--- src/rtl/octal_rf_pkg.sv ---
// Shared constants and FSM state type for the octal register file.
package octal_rf_pkg;

    localparam int unsigned DEF_DEPTH   = 8;
    localparam int unsigned DEF_DIGITS  = 5;
    localparam int unsigned DEF_DIGIT_W = 3;
    localparam int unsigned DEF_ADDR_W  = 8;

    typedef enum logic [0:0] {
        IDLE  = 1'b0,
        CLEAR = 1'b1
    } state_e;

endpackage

--- src/rtl/octal_reg_file_if.sv ---
// Write/read/clear bus of the octal register file; master drives requests, slave answers.
interface octal_reg_file_if
    import octal_rf_pkg::*;
#(
    parameter int unsigned ADDR_W  = DEF_ADDR_W,
    parameter int unsigned DIGITS  = DEF_DIGITS,
    parameter int unsigned DIGIT_W = DEF_DIGIT_W
);
    localparam int unsigned WORD_W = DIGITS * DIGIT_W;

    logic              wr_en;
    logic [ADDR_W-1:0] wr_addr;
    logic [WORD_W-1:0] wr_data;
    logic [DIGITS-1:0] wr_mask;
    logic              rd_en;
    logic [ADDR_W-1:0] rd_addr;
    logic              clr_req;
    logic [WORD_W-1:0] rd_data;
    logic              rd_valid;
    logic              rd_err;
    logic              wr_err;
    logic              busy;

    modport master (
        output wr_en, wr_addr, wr_data, wr_mask, rd_en, rd_addr, clr_req,
        input  rd_data, rd_valid, rd_err, wr_err, busy
    );

    modport slave (
        input  wr_en, wr_addr, wr_data, wr_mask, rd_en, rd_addr, clr_req,
        output rd_data, rd_valid, rd_err, wr_err, busy
    );

endinterface

--- src/rtl/rf_word.sv ---
// One register-file entry: DIGITS x DIGIT_W storage, per-digit write enable, synchronous clear.
module rf_word #(
    parameter int unsigned DIGITS  = 5,
    parameter int unsigned DIGIT_W = 3
) (
    input  logic                        clk,
    input  logic                        rst_n,
    input  logic                        we,
    input  logic                        clr,
    input  logic [DIGITS-1:0]           mask,
    input  logic [DIGITS*DIGIT_W-1:0]   wdata,
    output logic [DIGITS*DIGIT_W-1:0]   q
);
    localparam int unsigned WORD_W = DIGITS * DIGIT_W;

    logic [WORD_W-1:0] word_q, word_d;

    // Clear has priority over a write landing on the same edge.
    always_comb begin
        word_d = word_q;
        if (clr) begin
            word_d = '0;
        end else if (we) begin
            for (int unsigned k = 0; k < DIGITS; k++) begin
                if (mask[k]) begin
                    word_d[k*DIGIT_W +: DIGIT_W] = wdata[k*DIGIT_W +: DIGIT_W];
                end
            end
        end
    end

    always_ff @(posedge clk or negedge rst_n) begin
        if (!rst_n) begin
            word_q <= '0;
        end else begin
            word_q <= word_d;
        end
    end

    assign q = word_q;

endmodule

--- src/rtl/octal_reg_file.sv ---
// Octal register file: masked digit writes, registered reads with write-first bypass,
// range-error pulses and a one-entry-per-cycle clear sweep.
module octal_reg_file
    import octal_rf_pkg::*;
#(
    parameter int unsigned DEPTH   = DEF_DEPTH,
    parameter int unsigned DIGITS  = DEF_DIGITS,
    parameter int unsigned DIGIT_W = DEF_DIGIT_W,
    parameter int unsigned ADDR_W  = DEF_ADDR_W
) (
    input  logic              clk,
    input  logic              rst_n,
    octal_reg_file_if.slave   bus
);
    localparam int unsigned   WORD_W   = DIGITS * DIGIT_W;
    localparam int unsigned   PTR_W    = $clog2(DEPTH);
    // One extra bit so DEPTH == 2**ADDR_W is still representable.
    localparam logic [ADDR_W:0]  DEPTH_X  = (ADDR_W+1)'(DEPTH);
    localparam logic [PTR_W-1:0] LAST_PTR = PTR_W'(DEPTH - 1);

    state_e             state_q, state_d;
    logic [PTR_W-1:0]   clr_ptr_q, clr_ptr_d;
    logic [WORD_W-1:0]  rd_data_q, rd_data_d;
    logic               rd_valid_q, rd_valid_d;
    logic               rd_err_q, rd_err_d;
    logic               wr_err_q, wr_err_d;
    logic               busy_q, busy_d;

    logic [WORD_W-1:0]  word_q [DEPTH];
    logic [DEPTH-1:0]   word_we;
    logic [DEPTH-1:0]   word_clr;
    logic               wr_in_rng, rd_in_rng, wr_go, rd_go;
    logic [WORD_W-1:0]  bit_mask, rd_word, rd_merged;

    // Request qualification: a clear request in IDLE pre-empts the write.
    always_comb begin
        wr_in_rng = {1'b0, bus.wr_addr} < DEPTH_X;
        rd_in_rng = {1'b0, bus.rd_addr} < DEPTH_X;
        wr_go     = bus.wr_en && (state_q == IDLE) && !bus.clr_req && wr_in_rng;
        rd_go     = bus.rd_en && (state_q == IDLE);
    end

    for (genvar i = 0; i < DEPTH; i++) begin : g_word
        assign word_we[i]  = wr_go && (bus.wr_addr == ADDR_W'(i));
        assign word_clr[i] = (state_q == CLEAR) && (clr_ptr_q == PTR_W'(i));

        rf_word #(
            .DIGITS  (DIGITS),
            .DIGIT_W (DIGIT_W)
        ) u_word (
            .clk   (clk),
            .rst_n (rst_n),
            .we    (word_we[i]),
            .clr   (word_clr[i]),
            .mask  (bus.wr_mask),
            .wdata (bus.wr_data),
            .q     (word_q[i])
        );
    end

    // Read mux plus write-first merge for a same-address collision.
    always_comb begin
        rd_word = '0;
        for (int unsigned i = 0; i < DEPTH; i++) begin
            if (bus.rd_addr == ADDR_W'(i)) begin
                rd_word = word_q[i];
            end
        end
        bit_mask = '0;
        for (int unsigned k = 0; k < DIGITS; k++) begin
            bit_mask[k*DIGIT_W +: DIGIT_W] = {DIGIT_W{bus.wr_mask[k]}};
        end
        rd_merged = rd_word;
        if (wr_go && (bus.wr_addr == bus.rd_addr)) begin
            rd_merged = (rd_word & ~bit_mask) | (bus.wr_data & bit_mask);
        end
    end

    // Sweep FSM and registered response generation.
    always_comb begin
        state_d    = state_q;
        clr_ptr_d  = clr_ptr_q;
        rd_data_d  = rd_data_q;
        rd_valid_d = 1'b0;
        rd_err_d   = 1'b0;
        wr_err_d   = 1'b0;

        case (state_q)
            IDLE: begin
                if (bus.clr_req) begin
                    state_d   = CLEAR;
                    clr_ptr_d = '0;
                end
            end
            CLEAR: begin
                if (clr_ptr_q == LAST_PTR) begin
                    state_d = IDLE;
                end else begin
                    clr_ptr_d = clr_ptr_q + PTR_W'(1);
                end
            end
        endcase

        if (rd_go) begin
            if (rd_in_rng) begin
                rd_valid_d = 1'b1;
                rd_data_d  = rd_merged;
            end else begin
                rd_err_d  = 1'b1;
                rd_data_d = '0;
            end
        end

        wr_err_d = bus.wr_en && (state_q == IDLE) && !bus.clr_req && !wr_in_rng;
        busy_d   = (state_d == CLEAR);
    end

    always_ff @(posedge clk or negedge rst_n) begin
        if (!rst_n) begin
            state_q    <= IDLE;
            clr_ptr_q  <= '0;
            rd_data_q  <= '0;
            rd_valid_q <= 1'b0;
            rd_err_q   <= 1'b0;
            wr_err_q   <= 1'b0;
            busy_q     <= 1'b0;
        end else begin
            state_q    <= state_d;
            clr_ptr_q  <= clr_ptr_d;
            rd_data_q  <= rd_data_d;
            rd_valid_q <= rd_valid_d;
            rd_err_q   <= rd_err_d;
            wr_err_q   <= wr_err_d;
            busy_q     <= busy_d;
        end
    end

    assign bus.rd_data  = rd_data_q;
    assign bus.rd_valid = rd_valid_q;
    assign bus.rd_err   = rd_err_q;
    assign bus.wr_err   = wr_err_q;
    assign bus.busy     = busy_q;

endmodule

--- src/flat_wrapper.sv ---
// flat-port wrapper written by rule: the top's interface ports become plain ports
module octal_reg_file_flat import octal_rf_pkg::*;
#(
    parameter int unsigned DEPTH   = DEF_DEPTH,
    parameter int unsigned DIGITS  = DEF_DIGITS,
    parameter int unsigned DIGIT_W = DEF_DIGIT_W,
    parameter int unsigned ADDR_W  = DEF_ADDR_W
)
  (clk, rst_n, bus_wr_en, bus_wr_addr, bus_wr_data, bus_wr_mask, bus_rd_en, bus_rd_addr, bus_clr_req, bus_rd_data, bus_rd_valid, bus_rd_err, bus_wr_err, bus_busy);
  octal_reg_file_if #(.ADDR_W(ADDR_W), .DIGITS(DIGITS), .DIGIT_W(DIGIT_W)) bus_i ();
  input  logic clk;
  input  logic rst_n;
  input wire logic [$bits(bus_i.wr_en)-1:0] bus_wr_en;
  input wire logic [$bits(bus_i.wr_addr)-1:0] bus_wr_addr;
  input wire logic [$bits(bus_i.wr_data)-1:0] bus_wr_data;
  input wire logic [$bits(bus_i.wr_mask)-1:0] bus_wr_mask;
  input wire logic [$bits(bus_i.rd_en)-1:0] bus_rd_en;
  input wire logic [$bits(bus_i.rd_addr)-1:0] bus_rd_addr;
  input wire logic [$bits(bus_i.clr_req)-1:0] bus_clr_req;
  output wire logic [$bits(bus_i.rd_data)-1:0] bus_rd_data;
  output wire logic [$bits(bus_i.rd_valid)-1:0] bus_rd_valid;
  output wire logic [$bits(bus_i.rd_err)-1:0] bus_rd_err;
  output wire logic [$bits(bus_i.wr_err)-1:0] bus_wr_err;
  output wire logic [$bits(bus_i.busy)-1:0] bus_busy;
  assign bus_i.wr_en = bus_wr_en;
  assign bus_i.wr_addr = bus_wr_addr;
  assign bus_i.wr_data = bus_wr_data;
  assign bus_i.wr_mask = bus_wr_mask;
  assign bus_i.rd_en = bus_rd_en;
  assign bus_i.rd_addr = bus_rd_addr;
  assign bus_i.clr_req = bus_clr_req;
  assign bus_rd_data = bus_i.rd_data;
  assign bus_rd_valid = bus_i.rd_valid;
  assign bus_rd_err = bus_i.rd_err;
  assign bus_wr_err = bus_i.wr_err;
  assign bus_busy = bus_i.busy;
  octal_reg_file #(.DEPTH(DEPTH), .DIGITS(DIGITS), .DIGIT_W(DIGIT_W), .ADDR_W(ADDR_W)) u_core (.clk(clk), .rst_n(rst_n), .bus(bus_i));
endmodule
--- config.mk ---
export PLATFORM = sky130hd
export DESIGN_NAME = octal_reg_file_flat
export DESIGN_NICKNAME = d
export VERILOG_FILES = /design/src/rtl/octal_rf_pkg.sv /design/src/rtl/octal_reg_file_if.sv /design/src/rtl/rf_word.sv /design/src/rtl/octal_reg_file.sv /design/src/flat_wrapper.sv
export SDC_FILE = /design/constraint.sdc
export NUM_CORES = 1
export LEC_CHECK = 0
export ABC_AREA = 1
export CAP_MARGIN = 20
export CORE_ASPECT_RATIO = 0.7
export CORE_UTILIZATION = 51
export CTS_BUF_LIST = sky130_fd_sc_hd__clkbuf_4
export DETAILED_ROUTE_END_ITERATION = 10
export GPL_TIMING_DRIVEN = 1
export PLACE_DENSITY = 0.71
export RECOVER_POWER = 100
export SLEW_MARGIN = 30
export SYNTH_ARGS = -nofsm -noshare
export SYNTH_HDL_FRONTEND = slang
export SYNTH_HIERARCHICAL = 1
export SYNTH_SLANG_ARGS = --single-unit
--- constraint.sdc ---
create_clock -name clk -period 5 [get_ports clk]
set_input_delay 0.5 -clock clk [delete_from_list [all_inputs] [get_ports clk]]
set_output_delay 0.5 -clock clk [all_outputs]
set_load 0.02 [all_outputs]
* After elaboration in Yosys (flattened, before gate mapping)
Cells that the tools add are included.
** Operators by class
- $add $sub $neg :: 1
- $lt $le $gt $ge :: 2
- Eq/ne operators :: 24
- Multiplexer cells :: 41
- Bitwise operators :: 5
- Reduce and logical (&&, ||, !) cells :: 116
** Operator list (number)
- $mux W15 :: 26
- $reduce_bool A2 Y1 :: 48
- $reduce_and A2 Y1 :: 41
- $eq A8 B3 Y1 const B :: 8
- $eq A8 B2 Y1 const B :: 4
- $and A15 B15 Y15 :: 2
- $logic_and A1 B1 Y1 :: 22
- $mux W3 :: 7
- $eq A8 B1 Y1 const B :: 2
- $logic_not A8 Y1 :: 2
- $lt A8 B4 Y1 const B :: 2
- $not A15 Y15 :: 1
- $or A15 B15 Y15 :: 1
- $eq A3 B3 Y1 const B :: 4
- $eq A8 B8 Y1 :: 1
- $eq A3 B2 Y1 const B :: 2
- $mux W1 :: 6
- $pmux W3 S2 :: 1
- $ne A2 B2 Y1 const B :: 2
- $add A3 B1 Y3 const B :: 1
- $eq A3 B1 Y1 const B :: 1
- $logic_not A3 Y1 :: 1
- $logic_not A1 Y1 :: 2
- $pmux W1 S2 :: 1
- $not A1 Y1 :: 1
** Storage, ports and cells
- Register bits :: 142
- Input bits :: 41
- Output and inout port bits :: 19
- Logic and storage cells :: 235

* Longest topological paths before layout
- Word-level depth :: 13
- Gate-level depth with buffers :: 13
- Gate-level depth less buffers :: 13

* Cells and area by module
The synthesis kept the hierarchy.
** Modules (own cells, without submodules)
- rf_word :: instances 8, cells each 82, area an instance 678.2 um^2, sequential area each 375.4 um^2
- octal_reg_file :: instances 1, cells each 474, area an instance 2683.8 um^2, sequential area each 550.5 um^2

* Least setup slack after synthesis
Ideal clock, no wire load.
- Path kind :: reg-to-reg
- From :: register u_core/bus.busy (netlist name)
- To :: register u_core.g_word[0].u_word.word_q[10]
- Library setup time :: 0.117 ns
- Data arrival time :: 1.617 ns
- Required time :: 4.883 ns
- Slack :: 3.266 ns
- Stages on the path, launching flop included :: 13
- Path buffers :: 2
- Period minus slack after synthesis :: 1.734 ns
- Path through :: dfrtp_1 buf_6 inv_2 nand2_1 nor2_2 nand4_1 inv_2 nand3_1 nor2_1 buf_6 nand2_1 nor2_1 nor2_1
** RTL lines
- to (signal assigned) :: RTL line rf_word.sv:36 : word_q <= word_d;
- to (decl) :: RTL line rf_word.sv:16 : logic [WORD_W-1:0] word_q, word_d;

* Final worst setup path
- From :: input bus_rd_addr[6]
- To :: register u_core.rd_data_q[1] (netlist: u_core/bus.rd_data[1])
** Between the ends
- Cells in the longest elaborated chain, start to end :: 13
- Elaborated cells on any way between the ends :: 23
- Classes of those cells :: 1 x order compare; 8 x eq/ne; 10 x mux; 2 x bitwise; 2 x reduce/logical
** RTL lines
- from (decl) :: RTL line flat_wrapper.sv:18 : input wire logic [$bits(bus_i.rd_addr)-1:0] bus_rd_addr;
- $logic_not A8 Y1 :: RTL line octal_reg_file.sv:65 : if (bus.rd_addr == ADDR_W'(i)) begin
- $mux W15 (8 in series) :: RTL line octal_reg_file.sv:65
- $and A15 B15 Y15 :: RTL line octal_reg_file.sv:75 : rd_merged = (rd_word & ~bit_mask) | (bus.wr_data & bit_mask);
- $or A15 B15 Y15 :: RTL line octal_reg_file.sv:75
- $mux W15 :: RTL line octal_reg_file.sv:74 : if (wr_go && (bus.wr_addr == bus.rd_addr)) begin
- $mux W15 * :: RTL line octal_reg_file.sv:105 : if (rd_in_rng) begin
- to (signal assigned) :: RTL line octal_reg_file.sv:130 : rd_data_q <= rd_data_d;
- to (decl) :: RTL line octal_reg_file.sv:23 : logic [WORD_W-1:0] rd_data_q, rd_data_d;
Every way passes the cells marked *; elsewhere a longest branch is shown, timed or not.
A chain may end at the register's enable or synchronous reset.

==> impl_metrics.json <==
{
  "setup_viol": 0,
  "ff2ff_path_depth": 11,
  "via_count": 7605,
  "cts_tree": "done",
  "crit_path_frequent_cell": "nand2_1",
  "clock-sinks": 142,
  "grt_pass1_vias": 6801,
  "setup_tns_ns": 0,
  "core-area_um2": 15500,
  "synth_seq_cells": 142,
  "drive_above_1_share_pct": 7.62,
  "place_ws_ns": 1.91,
  "initial_core_util_pct": 52.3,
  "cts-hold-fix-buffers": 0,
  "syn_area_per_cell_um2": 7.18,
  "hold_violations": 0,
  "die_w_um": 153,
  "rr_startpoint": "u_core/bus.busy",
  "die_h_um": 108,
  "peakVddDrop_v": 0.000269,
  "clock_latency_ns": 0.55,
  "numCtsBuffers": 17,
  "timing.final.ws_setup_ns": 1.66,
  "fillCellCount": 1474,
  "ys_dominant_reg_cell": "dfrtp_1",
  "failed_checks": "design-rule violations, max-capacitance violations, max-slew violations",
  "ios": 60,
  "drc": 5,
  "clkTransAtPathRegs_ns": 0.14,
  "top_layer_used": "met4",
  "wl_per_cell_um": 16.8,
  "postRouteAntennaNets": 0,
  "worstPathCellList": "clkdlybuf4s50_1 > nor2_1 > nand2_1 > inv_1 > nand2_1 > nor2_1 > o21ai_0 > inv_1 > nand2_1 > nand2_1",
  "ctsLongestPathBuffers": 2,
  "htree_levels": 4,
  "hold_depth": 2,
  "cp_top_family": "simple AND/OR/NAND/NOR gates",
  "reg2reg_to": "u_core/g_word[5].u_word/q[7]",
  "criticalPathCategory": "input pin to flop",
  "hold_path.class": "flop to flop",
  "worstHoldStart": "u_core/bus.rd_data[5]",
  "crit_fanout": 30,
  "end_kind": "flop",
  "nNetsFinal": 1229,
  "cp.depth": 10,
  "syn_nets": 1177,
  "fp-row-count": 38,
  "grt_pass1_wl_um": 36700,
  "syn_inst": 1130,
  "tightestPinTransition_ns": 2.68,
  "clock.fmax_ghz": 0.299,
  "routabilityCongestion": 0.878,
  "dp.final_hpwl_um": 16100,
  "ys_seq_area_share_pct": 43.8,
  "die-area_um2": 16400,
  "drtPass1Iterations": 9,
  "synth_area_um2": 8110,
  "synthToLayoutAreaGrowth_pct": 10.5,
  "dr_wl_met2_um": 10200,
  "antenna_found_initial": 0,
  "fin_crit_ns": 3.34,
  "hold_path_end": "u_core/bus.rd_data[5]",
  "antenna_cells": 0,
  "worst-r2r-setup-slack_ns": 1.80,
  "post-route-period-util_pct": 66.9,
  "power_per_cell_area_nw_per_um2": 274,
  "cp_slowest_cell": "nor2_1",
  "vias_per_cell": 5.45,
  "start_kind": "input pin",
  "wl_met3_um": 2240,
  "wl_met1_um": 10700,
  "synth-async-reset-ratio_pct": 100,
  "cp_data_arrival_time_ns": 3.85,
  "synth.distinct_cells": 33,
  "cts-root-buf": "clkbuf_4",
  "yosys_warnings": 6,
  "power.total_mw": 2.45,
  "cts.repair.resized": 0,
  "crit_path_max_incr_delay_ns": 0.84,
  "cts_setup_buffers": 0,
  "grt_overflow": 0,
  "drt_iter0_markers": 764,
  "maxCapViolations": 1,
  "synth_edf_count": 0,
  "finalMaxSlewViolations": 106,
  "crit_buf_inv": 3,
  "rsz0062_at_grt": "false",
  "final_cell_mix": "nand2_1 (390), nor2_1 (173), dfrtp_1 (142), nand3_1 (137), inv_1 (112)",
  "numPortBuffers": 59,
  "leakagePower_nw": 5.02,
  "grt_usage_pct": 29.6,
  "drt_wl_total_um": 23500,
  "final_common_cell": "nand2_1",
  "outcome": "finished with violations",
  "slew_headroom_pct": -78.9,
  "grt_max_degree": 106,
  "skew_ns": 0.0215,
  "crit_required_ns": 5.50
}
[flip-flops by register name, summed over array words and instances, names as in the netlist]
name,count
u_core/clr_ptr_q,3
u_core/bus.rd_valid,1
u_core/bus.busy,1
u_core/bus.rd_data,15
u_core/g_word.u_word/q,120
u_core/bus.rd_err,1
u_core/bus.wr_err,1
[cell usage after synthesis, types with 10 or more instances]
cell	n	area share, %
inv_2	17	0.79
nand2_4	16	2.2
nand4_1	32	2.5
nor2_1	171	7.9
o21ai_1	14	0.86
a21oi_1	11	0.68
nand2_1	389	18
dfrtp_1	142	44
inv_1	109	5.0
buf_6	13	1.8
nand3_1	136	8.4
o21ai_0	10	0.62
[where the power goes]
| group | switching (mW) | total [mW] | leakage [nW] | internal (mW) |
|---|---|---|---|---|
| combinational | 0.344 | 0.438 | 2.88 | 0.0939 |
| clock | 0.468 | 0.823 | 0.166 | 0.355 |
| sequential | 0.0193 | 1.19 | 1.97 | 1.17 |
[worst max path at each step]
stage	from	slack, ns	to
floorplan	u_core/bus.busy	3.27	u_core/g_word[0].u_word/q[10]
global placement	bus_wr_en	2.02	u_core/g_word[1].u_word/q[9]
detailed placement	bus_wr_en	1.91	u_core/g_word[0].u_word/q[6]
CTS	u_core/bus.busy	2.21	u_core/g_word[0].u_word/q[6]
global route	bus_rd_addr[6]	1.38	u_core/bus.rd_data[6]
finish	bus_rd_addr[6]	1.66	u_core/bus.rd_data[1]
[area by class of cell]
cell class / count / area, um2 / area share (%)
clock inverters: 15 / 188 / 2.09
well taps: 200 / 250 / 2.79
flip-flops and latches: 142 / 3550 / 39.6
clock buffers: 17 / 128 / 1.42
inverters: 128 / 487 / 5.43
repair buffers: 63 / 607 / 6.77
multi-input cells: 830 / 3750 / 41.8
[logic make-up after synthesis]
kind of cell | after synthesis | share of synthesized area [%]
fa+ha+maj | 6 | 0.926
buf+inv | 158 | 9.77
xor+xnor | 2 | 0.216
flops | 142 | 43.8
simple gates | 777 | 42.2
compound gates | 45 | 3.07
[worst register-to-register path: stages (launching register included)]
cell     delay [ns]
dfrtp_1        0.49
inv_1          0.19
nand2_1        0.07
nor2_1         0.35
nand4_1        0.23
inv_1          0.22
nand3_1        0.14
nor2_1         0.75
nand2_1        0.39
nand2_1        0.14
nand2_1        0.06
nor2_1         0.09
[routing by layer]
metal  GRT usage [%]  vias to the layer above
met5               0                        -
met4            8.51                        0
met3            6.60                       30
met2            44.9                      385
met1            42.5                     3533
li1                -                     3657
[metrics by stage]
stage	hold slack, ns	util (%)	instances	area (um2)
2_1_floorplan	0.204	-	1130	8110
3_3_place_gp	0.467	56.0	1363	8680
3_5_place_dp	0.464	56.0	1363	8680
4_1_cts	0.0871	58.0	1395	8990
5_1_grt	0.496	57.8	1395	8960
6_report	0.488	57.8	1395	8960
Power figures use the tool's default switching activity.
